### src/rtl/or1200_wb_arbiter.sv
// Two-master (IWB=0, DWB=1) to one-slave Wishbone arbiter with a hung-slave watchdog.
// Latency: grant is registered (1 cycle after request); request/response paths are combinational once granted.
// Backpressure: the owner keeps the bus for its whole cyc; the other master waits; stalled strobes are aborted after TIMEOUT cycles.
//
// Ports: clk_i/rst_i (sync active-high reset); m_* = packed per-master bus (master k in slice k);
// swb_* = shared slave bus; gnt_o = one-hot owner (00 idle); timeout_o = one-cycle watchdog abort pulse.
module or1200_wb_arbiter #(
    parameter int AW         = 32,
    parameter int DW         = 32,
    parameter int PRIORITY_D = 0,
    parameter int TIMEOUT    = 16,
    parameter int TW         = 5
) (
    input  logic              clk_i,
    input  logic              rst_i,
    input  logic [1:0]        m_cyc_i,
    input  logic [1:0]        m_stb_i,
    input  logic [1:0]        m_we_i,
    input  logic [2*DW/8-1:0] m_sel_i,
    input  logic [2*AW-1:0]   m_adr_i,
    input  logic [2*DW-1:0]   m_dat_i,
    output logic [DW-1:0]     m_dat_o,
    output logic [1:0]        m_ack_o,
    output logic [1:0]        m_err_o,
    output logic              swb_cyc_o,
    output logic              swb_stb_o,
    output logic              swb_we_o,
    output logic [DW/8-1:0]   swb_sel_o,
    output logic [AW-1:0]     swb_adr_o,
    output logic [DW-1:0]     swb_dat_o,
    input  logic [DW-1:0]     swb_dat_i,
    input  logic              swb_ack_i,
    input  logic              swb_err_i,
    output logic [1:0]        gnt_o,
    output logic              timeout_o
);
    localparam int SW = DW / 8;

    typedef enum logic [1:0] {IDLE, OWN_I, OWN_D} state_t;

    state_t        state, state_nxt;
    logic          last_d, last_d_nxt;     // 1 = DWB owned the bus last
    logic [TW-1:0] cnt, cnt_nxt;           // stalled-strobe cycles seen so far
    logic [1:0]    gnt_nxt;

    logic [1:0]    req;
    logic          g;                      // granted master index
    logic          cyc_g, stb_g, stalled, abort, win_d;

    assign req = m_cyc_i & m_stb_i;
    assign g   = (state == OWN_D);

    always_ff @(posedge clk_i) begin
        if (rst_i) begin
            state  <= IDLE;
            last_d <= 1'b0;
            cnt    <= '0;
            gnt_o  <= 2'b00;
        end else begin
            state  <= state_nxt;
            last_d <= last_d_nxt;
            cnt    <= cnt_nxt;
            gnt_o  <= gnt_nxt;
        end
    end

    always_comb begin
        state_nxt  = state;
        last_d_nxt = last_d;
        cnt_nxt    = cnt;
        gnt_nxt    = gnt_o;
        m_dat_o    = swb_dat_i;
        m_ack_o    = 2'b00;
        m_err_o    = 2'b00;
        swb_cyc_o  = 1'b0;
        swb_stb_o  = 1'b0;
        swb_we_o   = 1'b0;
        swb_sel_o  = '0;
        swb_adr_o  = '0;
        swb_dat_o  = '0;
        timeout_o  = 1'b0;
        cyc_g      = 1'b0;
        stb_g      = 1'b0;
        stalled    = 1'b0;
        abort      = 1'b0;
        win_d      = 1'b0;

        case (state)
            IDLE: begin
                cnt_nxt = '0;
                // On a tie, round-robin favours whoever did not own the bus last.
                if (req == 2'b11)
                    win_d = (PRIORITY_D != 0) ? 1'b1 : ~last_d;
                else
                    win_d = req[1];
                if (req != 2'b00) begin
                    state_nxt = win_d ? OWN_D : OWN_I;
                    gnt_nxt   = win_d ? 2'b10 : 2'b01;
                end
            end
            OWN_I, OWN_D: begin
                cyc_g   = m_cyc_i[g];
                stb_g   = cyc_g & m_stb_i[g];
                stalled = stb_g & ~swb_ack_i & ~swb_err_i;
                // Counter holds TIMEOUT only after TIMEOUT stalled cycles; a slave
                // response in this cycle suppresses the abort via 'stalled'.
                abort   = (TIMEOUT != 0) && stalled && (cnt == TW'(TIMEOUT));

                swb_cyc_o = cyc_g;
                swb_stb_o = stb_g & ~abort;
                swb_we_o  = g ? m_we_i[1]         : m_we_i[0];
                swb_sel_o = g ? m_sel_i[SW +: SW] : m_sel_i[0 +: SW];
                swb_adr_o = g ? m_adr_i[AW +: AW] : m_adr_i[0 +: AW];
                swb_dat_o = g ? m_dat_i[DW +: DW] : m_dat_i[0 +: DW];
                m_ack_o   = g ? {swb_ack_i, 1'b0} : {1'b0, swb_ack_i};
                m_err_o   = g ? {swb_err_i | abort, 1'b0} : {1'b0, swb_err_i | abort};
                timeout_o = abort;

                if (!cyc_g) begin
                    state_nxt  = IDLE;
                    gnt_nxt    = 2'b00;
                    last_d_nxt = g;
                    cnt_nxt    = '0;
                end else if (swb_ack_i || swb_err_i || abort) begin
                    cnt_nxt = '0;
                end else if (stalled && (TIMEOUT != 0)) begin
                    cnt_nxt = cnt + TW'(1);
                end
            end
            default: begin
                state_nxt = IDLE;
                gnt_nxt   = 2'b00;
            end
        endcase
    end
endmodule

### config.mk
export PLATFORM = sky130hd
export DESIGN_NAME = or1200_wb_arbiter
export DESIGN_NICKNAME = d
export VERILOG_FILES = /design/src/rtl/or1200_wb_arbiter.sv
export SDC_FILE = /design/constraint.sdc
export NUM_CORES = 1
export LEC_CHECK = 0
export CAP_MARGIN = 0
export CORE_AREA = 2 2 113 115
export DETAILED_ROUTE_END_ITERATION = 10
export DIE_AREA = 0 0 115 117
export HOLD_SLACK_MARGIN = 0.12
export PLACE_DENSITY = 0.66
export SYNTH_ARGS = -nofsm -noshare
export SYNTH_HDL_FRONTEND = slang
export SYNTH_SLANG_ARGS = --single-unit
export TNS_END_PERCENT = 1
### constraint.sdc
create_clock -name clk_i -period 2.1 [get_ports clk_i]
set_input_delay 0.21 -clock clk_i [delete_from_list [all_inputs] [get_ports clk_i]]
set_output_delay 0.21 -clock clk_i [all_outputs]
set_load 0.02 [all_outputs]
==> results.py <==
metrics = {
    "yosys": {
        "syn_inst": 267,
        "synth_fp_nets": 450,
        "netlist_area_mm2": 0.00189,
        "synth_area_per_cell_um2": 7.09,
        "async_flop_share_pct": 0,
        "synth.ff_latch_count": 8,
        "register_area_share_after_synthesis_pct": 8.47,
        "ys_types": 37,
        "ys.warnings.count": 0,
        "synth_enable_flop_cells": 0,
        "synth-main-ff-cell": "sky130_fd_sc_hd__dfxtp_1",
    },
    "cts": {
        "number_of_buffers_added_by_the_clock_tree_synthesis_step": 3,
        "htreeDepth": 1,
        "cts_setup_buffers": 0,
        "cts.root.buffer_cell": "sky130_fd_sc_hd__clkbuf_16",
        "clock_insertion_delay_worst_skew_ns": 0.23,
        "path_clk_slew_ns": 0.04,
        "cts.sink_count": 8,
        "cts_tree": "built",
        "ctsLongestPathBuffers": 2,
    },
    "finish": {
        "commonest_non_fill_non_tap_cell_in_the_layout": "sky130_fd_sc_hd__clkdlybuf4s50_1",
        "insertedDiodeCount": 0,
        "final_cell_mix": "sky130_fd_sc_hd__clkdlybuf4s50_1 (147), sky130_fd_sc_hd__nor2_1 (76), sky130_fd_sc_hd__dlygate4sd2_1 (71), sky130_fd_sc_hd__mux2i_1 (69), sky130_fd_sc_hd__buf_4 (21)",
        "area.sequential_um2": 161,
        "drive_gt1_share_pct": 9.57,
        "multi_input_comb_area_mm2": 0.00141,
        "stdcell_count": 620,
        "fill_cell_instance_count_of_the_final_layout": 1284,
        "finish.net_count": 655,
        "post-route-util_pct": 34.6,
        "area_growth_syn_to_layout_pct": 125,
    },
    "placement": {
        "io_buffer_count": 223,
        "gp_congestion": 0.838,
        "number_of_instances_in_the_placed_design": 617,
        "post-place-ws_ns": -0.131,
        "hpwl_mm": 7.04,
    },
    "global_routing": {
        "grt_max_degree": 49,
        "antenna_found_initial": 0,
        "grt_pass1_vias": 2368,
        "grt_pass1_wl_mm": 11.2,
        "grt.total_usage_pct": 10.3,
        "grt.overflow.total": 0,
    },
    "critical_path": {
        "crit_path_end_kind": "output port",
        "reg2reg_setup_slack_ns": 0.13,
        "crit_fanout": 4,
        "r2r-start": "state[1]$_SDFFE_PP0P_",
        "r2r_cells": 7,
        "critPathRequiredTime_ns": 1.89,
        "setup.worst_path.class": "reg2out",
        "crit-reg2reg-capture": "cnt[3]$_SDFFE_PP0P_",
        "worst_setup_path_startpoint": "state[0]$_SDFFE_PP0P_",
        "timing.critical_path.arrival_ns": 1.83,
        "critPathLaunchType": "flip-flop",
    },
    "sta": {
        "finalSetupViolations": 0,
        "maxSlewViolCount": 0,
        "timing_worst_slew_pin_value_ns": 0.477,
        "fin_tns_setup_ns": 0,
        "hold_viol_final": 0,
        "final_period_minus_worst_setup_slack_ns": 2.04,
        "slew-limit-headroom_pct": 67.3,
        "grt_setup_unrepaired": "true",
        "post-route-period-util_pct": 96.9,
        "skew_ns": 0.00333,
        "highest_clock_rate_ghz": 0.491,
        "final.setup.worst_slack_ns": 0.0644,
    },
    "pwr": {
        "switching_part_of_the_total_power_pct": 34.9,
        "switchingPower_uw": 486,
        "power.share.combinational_pct": 65.6,
        "power_leakage_uw": 0.00186,
        "cellInternalPower_uw": 906,
        "pwr-share-seq_pct": 11.4,
        "pwr-share-clk_pct": 23.0,
        "ir_drop_mv": 0.202,
        "finalPower_uw": 1390,
        "power.density_cell_area_mw_per_mm2": 327,
    },
    "worst_hold_path": {
        "hold-path-cell-count": 0,
        "worstHoldPathType": "in2out",
        "hold_path_startpoint": "swb_dat_i[20]",
        "holdPathEnd": "m_dat_o[20]",
    },
    "floorplanning": {
        "core_region_area_mm2": 0.0123,
        "rows": 41,
        "floorplan.io_pins": 288,
        "die_h_um": 117,
        "chipWidth_um": 115,
        "initial_utilization_pct": 15.4,
        "die-area_mm2": 0.0135,
    },
    "drt": {
        "post_drt_via_cell_ratio": 4.20,
        "firstDrtPassIters": 4,
        "detail_route.wirelength_mm": 8.11,
        "detail_route.drc_violations": 0,
        "avgRoutedWirePerCell_um": 13.1,
        "final_antenna_net_count": 0,
        "first_iter_violations": 96,
        "routed-via-count": 2603,
    },
    "outcome": {
        "run_status": "completed",
    },
    "flow_run": {
        "drv.max_cap_violation_count": 0,
    },
}
==> metrics by stage <==
| step | hold WS, ns | area, um^2 |
|---|---|---|
| after floorplan | 0.415 | 1890 |
| after detailed placement | 0.420 | 4270 |
| after global placement | 0.420 | 4270 |
| final | 0.420 | 4250 |
| after global routing | 0.420 | 4250 |
| after CTS | 0.420 | 4260 |
==> kinds of logic (layout without fill, tap and decap cells) <==
group	after synthesis	after routing	share of synthesized area [%]
AO/OA/AOI/OAI	17	17	5.42
buffers and inverters	58	261	18.4
flip-flops	8	8	8.47
multiplexers	74	74	39.5
XOR/XNOR	1	1	0.463
adder cells (fa/ha/maj)	5	5	3.31
AND/OR/NAND/NOR	104	104	24.5
==> synthesized netlist by cell type, types with 2 or more instances <==
master                     number  area share, %
sky130_fd_sc_hd__buf_4         32             13
sky130_fd_sc_hd__nor2_1        76             15
sky130_fd_sc_hd__mux2i_1       72             38
sky130_fd_sc_hd__nand2_1        7            1.4
sky130_fd_sc_hd__buf_2          8            2.1
sky130_fd_sc_hd__a21oi_1        4            1.1
sky130_fd_sc_hd__nand2b_1       3           0.99
sky130_fd_sc_hd__nor3_1         3           0.79
sky130_fd_sc_hd__and2_1         2           0.66
sky130_fd_sc_hd__o21ai_0        7            1.9
sky130_fd_sc_hd__buf_1          2           0.40
sky130_fd_sc_hd__nand4_1        2           0.66
sky130_fd_sc_hd__clkbuf_1       7            1.4
sky130_fd_sc_hd__dfxtp_1        8            8.5
sky130_fd_sc_hd__ha_1           5            3.3
sky130_fd_sc_hd__inv_1          8            1.6
==> power groups by stage <==
stage / combinational [uW] / sequential (uW) / clock [uW]
floorplan: 485 / 164 / 0
global placement: 980 / 160 / 0
detailed placement: 993 / 161 / 0
CTS: 922 / 158 / 328
global route: 979 / 159 / 342
finish: 914 / 159 / 320
==> cell type report <==
type / count / share of cell area (%)
Tap cell: 150 / 4.41
Multi-Input combinational cell: 201 / 33.1
Clock buffer: 3 / 1.76
Inverter: 9 / 0.794
Timing Repair Buffer: 249 / 56.1
Sequential cell: 8 / 3.79
==> layer usage <==
metal / global-route usage [%] / up-vias / wire length [um]
li1: - / 1280 / -
met1: 11.6 / 1163 / 2980
met2: 19.1 / 142 / 4120
met3: 2.52 / 18 / 835
met4: 3.21 / 0 / 174
met5: 0 / - / 0
==> state kept, by name (all words and copies together), names as in the netlist <==
signal	count
state	2
last_d	1
cnt	5
==> critical path, cell delays in order, from the launching register on <==
cell,delay [ns]
sky130_fd_sc_hd__dfxtp_1,0.31
sky130_fd_sc_hd__inv_2,0.08
sky130_fd_sc_hd__ha_4,0.16
sky130_fd_sc_hd__mux2_2,0.37
sky130_fd_sc_hd__and4_1,0.21
sky130_fd_sc_hd__nor2_1,0.13
sky130_fd_sc_hd__nor3_1,0.06
sky130_fd_sc_hd__clkdlybuf4s15_1,0.28
==> worst max path at each step <==
| stage | endpoint | slack (ns) |
|---|---|---|
| 2_1_floorplan | m_err_o[0] | 0.05 |
| 3_5_place_dp | m_err_o[0] | -0.13 |
| 3_3_place_gp | m_err_o[0] | -0.1 |
| 5_1_grt | m_err_o[0] | -0.05 |
| 6_report | m_err_o[0] | 0.06 |
| 4_1_cts | m_err_o[1] | 0.008 |
==> repair_timing <==
item,CTS,global route
endpoints found under the hold margin,0,0
endpoints found under the setup margin,75,33
gates resized for setup,79,9
hold buffers,0,0
Power figures use the tool's default switching activity.
